--- config.mk ---
export PLATFORM = sky130hd
export DESIGN_NAME = iic_cfg_seq
export DESIGN_NICKNAME = d
export VERILOG_FILES = /design/src/rtl/iic_cfg_seq.sv
export SDC_FILE = /design/constraint.sdc
export NUM_CORES = 1
export LEC_CHECK = 0
export ABC_AREA = 1
export BUFFER_PORTS_ARGS = -buffer_cell sky130_fd_sc_hd__buf_4
export CORE_MARGIN = 2
export CORE_UTILIZATION = 55
export CTS_CLUSTER_SIZE = 40
export DETAILED_ROUTE_END_ITERATION = 16
export GPL_TIMING_DRIVEN = 1
export MAX_ROUTING_LAYER = met4
export PLACE_DENSITY_LB_ADDON = 0.15
export SKIP_CTS_REPAIR_TIMING = 1
export SLEW_MARGIN = 20
export SYNTH_ARGS = -nofsm -noshare
export SYNTH_HDL_FRONTEND = slang
export SYNTH_SLANG_ARGS = --single-unit
--- constraint.sdc ---
create_clock -name clk -period 5.15 [get_ports clk]
set_clock_uncertainty 0.15 [all_clocks]
set_input_delay 1.03 -clock clk [delete_from_list [all_inputs] [get_ports clk]]
set_output_delay 1.03 -clock clk [all_outputs]
set_load 0.05 [all_outputs]
--- src/rtl/iic_cfg_seq.sv ---
// iic_cfg_seq: walks a {reg_addr, data} table and writes each entry (optionally verified) over the I2C controller
module iic_cfg_seq #(
    parameter logic [7:0] DEVICE_ID = 8'h60,
    parameter logic       ADDR_MODE = 1'b1,
    parameter logic [7:0] LUT_LEN   = 8'd64,
    parameter int         PWR_DLY   = 1_000_000,
    parameter int         GAP_DLY   = 50_000,
    parameter int         MAX_RETRY = 3,
    parameter logic       VERIFY    = 1'b0
) (
    input  logic        clk,
    input  logic        rst_n,
    input  logic        start,
    output logic [7:0]  lut_idx,
    input  logic [23:0] lut_data,
    output logic        w_req,
    output logic        r_req,
    output logic [7:0]  device_id,
    output logic [15:0] reg_addr,
    output logic        addr_mode,
    output logic [7:0]  w_num,
    output logic [7:0]  r_num,
    output logic [7:0]  wr_data,
    input  logic        wr_done,
    input  logic        ack,
    input  logic        r_valid,
    input  logic [7:0]  rd_data,
    output logic        busy,
    output logic        cfg_done,
    output logic        cfg_err,
    output logic [7:0]  err_idx
);
    typedef enum logic [3:0] {
        IDLE, PWR_WAIT, FETCH, ISSUE_WR, WAIT_WR, ISSUE_RD, WAIT_RD, FAIL_CHK, DELAY, NEXT
    } state_t;

    state_t      state, state_n;
    logic [31:0] cnt;
    logic        phase;
    logic [7:0]  retry;
    logic [7:0]  rd_q;
    logic        rd_got;
    logic        marker, rd_ok, last, can_retry;
    logic [7:0]  rd_byte;

    assign device_id = DEVICE_ID;
    assign addr_mode = ADDR_MODE;
    assign w_num     = 8'd1;
    assign r_num     = 8'd1;
    assign w_req     = state == ISSUE_WR;
    assign r_req     = state == ISSUE_RD;
    assign marker    = lut_data[23:8] == 16'hFFFF;
    // a read that completes in the same cycle as its strobe uses the live byte
    assign rd_byte   = r_valid ? rd_data : rd_q;
    assign rd_ok     = (r_valid | rd_got) && rd_byte == wr_data;
    assign last      = lut_idx == LUT_LEN - 8'd1;
    assign can_retry = retry < 8'(MAX_RETRY);

    always_ff @(posedge clk) begin
        if (!rst_n) state <= IDLE;
        else        state <= state_n;
    end

    always_comb begin
        state_n = state;
        case (state)
            IDLE:     state_n = start ? PWR_WAIT : IDLE;
            PWR_WAIT: state_n = cnt <= 32'd1 ? FETCH : PWR_WAIT;
            FETCH:    state_n = !phase ? FETCH : marker ? DELAY : ISSUE_WR;
            ISSUE_WR: state_n = WAIT_WR;
            WAIT_WR:  state_n = !wr_done ? WAIT_WR : ack ? FAIL_CHK : VERIFY ? ISSUE_RD : NEXT;
            ISSUE_RD: state_n = WAIT_RD;
            WAIT_RD:  state_n = !wr_done ? WAIT_RD : (ack || !rd_ok) ? FAIL_CHK : NEXT;
            FAIL_CHK: state_n = can_retry ? ISSUE_WR : IDLE;
            DELAY:    state_n = cnt <= 32'd1 ? NEXT : DELAY;
            NEXT:     state_n = last ? IDLE : FETCH;
            default:  state_n = IDLE;
        endcase
    end

    always_ff @(posedge clk) begin
        if (!rst_n) begin
            cnt      <= '0;
            phase    <= 1'b0;
            retry    <= '0;
            rd_q     <= '0;
            rd_got   <= 1'b0;
            lut_idx  <= '0;
            reg_addr <= '0;
            wr_data  <= '0;
            busy     <= 1'b0;
            cfg_done <= 1'b0;
            cfg_err  <= 1'b0;
            err_idx  <= '0;
        end else begin
            phase <= state == FETCH && !phase;
            case (state)
                IDLE: if (start) begin
                    busy     <= 1'b1;
                    cfg_done <= 1'b0;
                    cfg_err  <= 1'b0;
                    err_idx  <= '0;
                    lut_idx  <= '0;
                    cnt      <= 32'(PWR_DLY);
                end
                PWR_WAIT, DELAY: cnt <= cnt - 32'd1;
                FETCH: if (phase) begin
                    reg_addr <= ADDR_MODE ? lut_data[23:8] : {8'h00, lut_data[15:8]};
                    wr_data  <= lut_data[7:0];
                    retry    <= '0;
                    cnt      <= 32'(lut_data[7:0]) * 32'(GAP_DLY);
                end
                ISSUE_RD: rd_got <= 1'b0;
                WAIT_RD: if (r_valid) begin
                    rd_q   <= rd_data;
                    rd_got <= 1'b1;
                end
                FAIL_CHK: if (can_retry) retry <= retry + 8'd1;
                else begin
                    err_idx <= lut_idx;
                    cfg_err <= 1'b1;
                    busy    <= 1'b0;
                end
                NEXT: if (last) begin
                    cfg_done <= 1'b1;
                    busy     <= 1'b0;
                end else lut_idx <= lut_idx + 8'd1;
                default: ;
            endcase
        end
    end
endmodule

* Word level (Yosys, flattened, before mapping)
Cells that the tools add are included.
** Operators by class
- Magnitude comparators :: 2
- Eq/ne operators :: 19
- Multiplexer cells :: 35
- Reduce and logical (&&, ||, !) cells :: 21
- Multiply operators :: 1
- Add/sub/neg operators :: 3
- Bitwise logic cells :: 1
** Operators by type and width (number)
- $pmux 32 s3 :: 1
- $mux 32 :: 2
- $mux 8 :: 6
- $pmux 8 s2 :: 3
- $pmux 4 s10 :: 1
- $le 32x1->1 const B :: 1
- $sub 32x1->32 const B :: 1
- $mux 4 :: 6
- $mul 8x12->20 const B :: 1
- $add 8x1->8 const B :: 2
- $eq 16x16->1 const B :: 1
- $eq 4x3->1 const B :: 4
- $reduce_and 3->1 :: 5
- $ne 2x2->1 const B :: 7
- $mux 1 :: 9
- $eq 4x2->1 const B :: 2
- $eq 4x4->1 const B :: 2
- $eq 8x6->1 const B :: 1
- $eq 8x8->1 :: 1
- $lt 8x2->1 const B :: 1
- $reduce_bool 2->1 :: 4
- $mux 2 :: 3
- $pmux 1 s2 :: 3
- $reduce_bool 3->1 :: 2
- 10 further kinds :: 13
** Word-level totals
- Word-level logic and storage cells :: 95
- Bits in registers :: 97
- Input bits :: 38

* Depth between registers and ports, before layout
- Depth in word-level cells :: 8
- Mapped depth :: 17

* Worst setup path after synthesis
OpenSTA, ideal clock, no wires.
- Kind :: input-to-reg
- Start :: in lut_data[2]
- End :: reg cnt[13]
- Buffers on the path :: 0
- Data arrival time :: 3.966 ns
- Path slack :: 0.925 ns
- Cell stages on the path :: 15
- Cells stage by stage :: ha_1 > ha_1 > fa_1 > inv_1 > fa_1 > inv_1 > ha_1 > or2_2 > nand2_1 > o21bai_1 > or2_2 > nand3_1 > nand3_1 > nand2_1 > inv_1
** Between the ends
- Cells in the longest elaborated chain, start to end :: 3
** RTL lines
- from (decl) :: line 15 : input logic [23:0] lut_data,
- $mul 8x12->20 :: line 111 : cnt <= 32'(lut_data[7:0]) * 32'(GAP_DLY);
- $mux 32 :: line 107 : FETCH: if (phase) begin
- $pmux 32 s3 :: line 97 : case (state)
- to (signal assigned) :: line 104 : cnt <= 32'(PWR_DLY);
- to (signal assigned) :: line 106 : PWR_WAIT, DELAY: cnt <= cnt - 32'd1;
- to (signal assigned) :: line 111
- to (decl) :: line 38 : logic [31:0] cnt;
Every way passes these cells. The select of a mux whose other input is x is not followed.
A chain may end at the register's enable or synchronous reset.

* Worst setup path in the final report
Ends and elaborated chain as after synthesis.

==> flow_metrics.tcl <==
set metrics [dict create \
    outcome "finished clean" \
    yosys_warnings 0 \
    holdWs_ns 0.304 \
    die_y_um 118 \
    grt_start_max_net_pins 53 \
    crit_chain "buf_4, ha_1, ha_1, fa_1, inv_1, fa_1, inv_1, ha_1, or2_2, nand2_1, o21bai_1, or2_2, nand3_1, nand3_1, nand2_1, inv_1" \
    io_pins 108 \
    die_w_um 118 \
    synthAdderAreaFrac 0.134 \
    dieArea_um2 13800 \
    grt_pass1_wl_mm 29.9 \
    max-slew-margin-rel 0.316 \
    placed_cells 1284 \
    antenna_found_initial 0 \
    numCtsBuffers 9 \
    ys.flop_type "dfxtp_1" \
    nNetsFinal 1230 \
    postPlaceCellArea_um2 7680 \
    ir_drop_mv 0.214 \
    port_buffers 82 \
    grt.overflow.total 0 \
    final_cell_mix "nand2_1 (241), nor2_1 (127), inv_1 (114)" \
    crit_required_ns 5.25 \
    drt_iter0_drc 470 \
    multi_input_area_um2 4440 \
    start_kind "input pin" \
    synth_compound_area_frac 0.116 \
    wirelength_mm 17.6 \
    hold_class "flip-flop to flip-flop" \
    fin_setup_tns_ns 0 \
    finalHoldViolations 0 \
    htree_levels 3 \
    totalPowerFinal_mw 2.80 \
    drcViolationCount 0 \
    cap_violations 0 \
    period_needed_ns 4.20 \
    clock_sinks 97 \
    drive_above_1_share 0.129 \
    routedWlPerCell_um 13.6 \
    max_stage_delay_ns 0.53 \
    cp_top_family "adder cells" \
    drt_first_pass_iters 4 \
    synth_xor_area_frac 0.0123 \
    dp_slack_ns 0.581 \
    grt_pass1_vias 6397 \
    arrival_ns 4.30 \
    start_util 0.562 \
    critPathSlowestCell "fa_1" \
    cts.path.max_buffers 2 \
    max_freq_mhz 238 \
    cts_tree "built" \
    setup_viol 0 \
    via_per_inst 5.33 \
    synthCells 1059 \
    row_count 41 \
    critPathMaxFanout 5 \
    core_area_um2 12600 \
    clkSlewWorstSetupHoldPaths_ns 0.07 \
    n_antenna_cell 0 \
    worst_slack_ns 0.950 \
    fin_area_um2 8000 \
    grt_usage 0.267 \
    syn_area_per_cell_um2 6.70 \
    slew_viol_final 0 \
    synthMuxAreaShare 0 \
    seq_area_um2 1940 \
    layout_commonest_cell "nand2_1" \
    place_hpwl_mm 13.3 \
    seq_area_frac_synth 0.274 \
    gp_congestion 0.973 \
    finalCritPeriodShare 0.816 \
    clock_latency_ns 0.36 \
    syn_area_um2 7090 \
    path_buf_inv 4 \
    cts-root-buf "clkbuf_16" \
    tightest_slew_ns 1.02 \
    antenna_left 0 \
    async_flop_share 0 \
    stdcell_count 1300 \
    nFillCells 1207 \
    synth_top_family_by_area "simple AND/OR/NAND/NOR gates" \
    powerDensity_nw_per_um2 350 \
    total_leakage_power_nw 3.88 \
    end_kind "flip-flop" \
    path_class "input pin to flip-flop" \
    syn2layout_area_growth_pct 12.8 \
    ys_seq_elements 97 \
    synth_edf_count 0 \
    synth_simple_gate_area_frac 0.350 \
    fin_util 0.634 \
    vias 6930 \
    rsz0062_at_grt "no" \
    ys_types 47 \
]
[final cells by class]
| cell class | count | area share |
|---|---|---|
| clock buffer | 10 | 0.0299 |
| clock inverter | 6 | 0.00985 |
| inverter | 124 | 0.0582 |
| multi-input combinational | 808 | 0.555 |
| sequential | 97 | 0.243 |
| tap | 172 | 0.0269 |
| timing repair buffer | 83 | 0.0779 |
[layer usage]
layer	up-vias	global-route usage	part of all wire
li1	3531	-	-
met1	3154	0.336	0.45
met2	223	0.440	0.47
met3	22	0.0504	0.064
met4	0	0.0761	0.014
met5	-	-	0
[flip-flops by register name (all words and copies together), names as in the netlist, 4 cells and up]
signal,flops
retry,8
state,4
rd_q,8
reg_addr,16
cnt,32
err_idx,8
lut_idx,8
wr_data,8
[cell usage after synthesis, drive strengths merged (2+ instances only)]
master	n	area share
and2	3	0.0026
o21bai	4	0.0042
o21ai	54	0.040
clkinv	3	0.0016
inv	121	0.064
dfxtp	97	0.27
xor2	9	0.011
nor3b	6	0.0063
nand2	249	0.14
nor3	15	0.011
a211oi	5	0.0060
nand3b	10	0.011
ha	57	0.10
fa	12	0.034
o211ai	2	0.0021
nand4	16	0.015
buf	37	0.039
conb	2	0.0011
clkbuf	16	0.0085
nor2	138	0.081
or2	8	0.0071
a31oi	3	0.0026
nand3	105	0.078
a21oi	81	0.058
[logic make-up after synthesis]
group / Yosys count
AOI/OAI and AO/OA: 152
buffers and inverters: 177
and+or+nand+nor: 552
adders and majority gates: 69
xor gates and xnor gates: 10
other: 2
DFF: 97
[where the power goes]
part / switching [mW] / leakage [nW] / internal, mW
registers: 0.0692 / 0.787 / 0.803
clock network: 0.314 / 0.158 / 0.401
logic: 0.827 / 2.93 / 0.387
[path summary, 6_finish.rpt]
path | from | to | slack (ns) | cells after the start
setup reg to reg | state[1] | wr_data[2] | 2.15 | 7
setup / recovery | lut_data[2] | cnt[13] | 0.95 | 16
hold / removal | rd_q[5] | rd_q[5] | 0.30 | 2
hold reg to reg | rd_q[5] | rd_q[5] | 0.30 | 2
[worst reg2reg max path: cells and delay by family (launching register included)]
family	cells	cell delay, ns
flip-flops	1	0.42
AO/OA/AOI/OAI	2	0.59
AND/OR/NAND/NOR	3	1.10
buffers and inverters	2	0.59
Power figures use the tool's default switching activity.
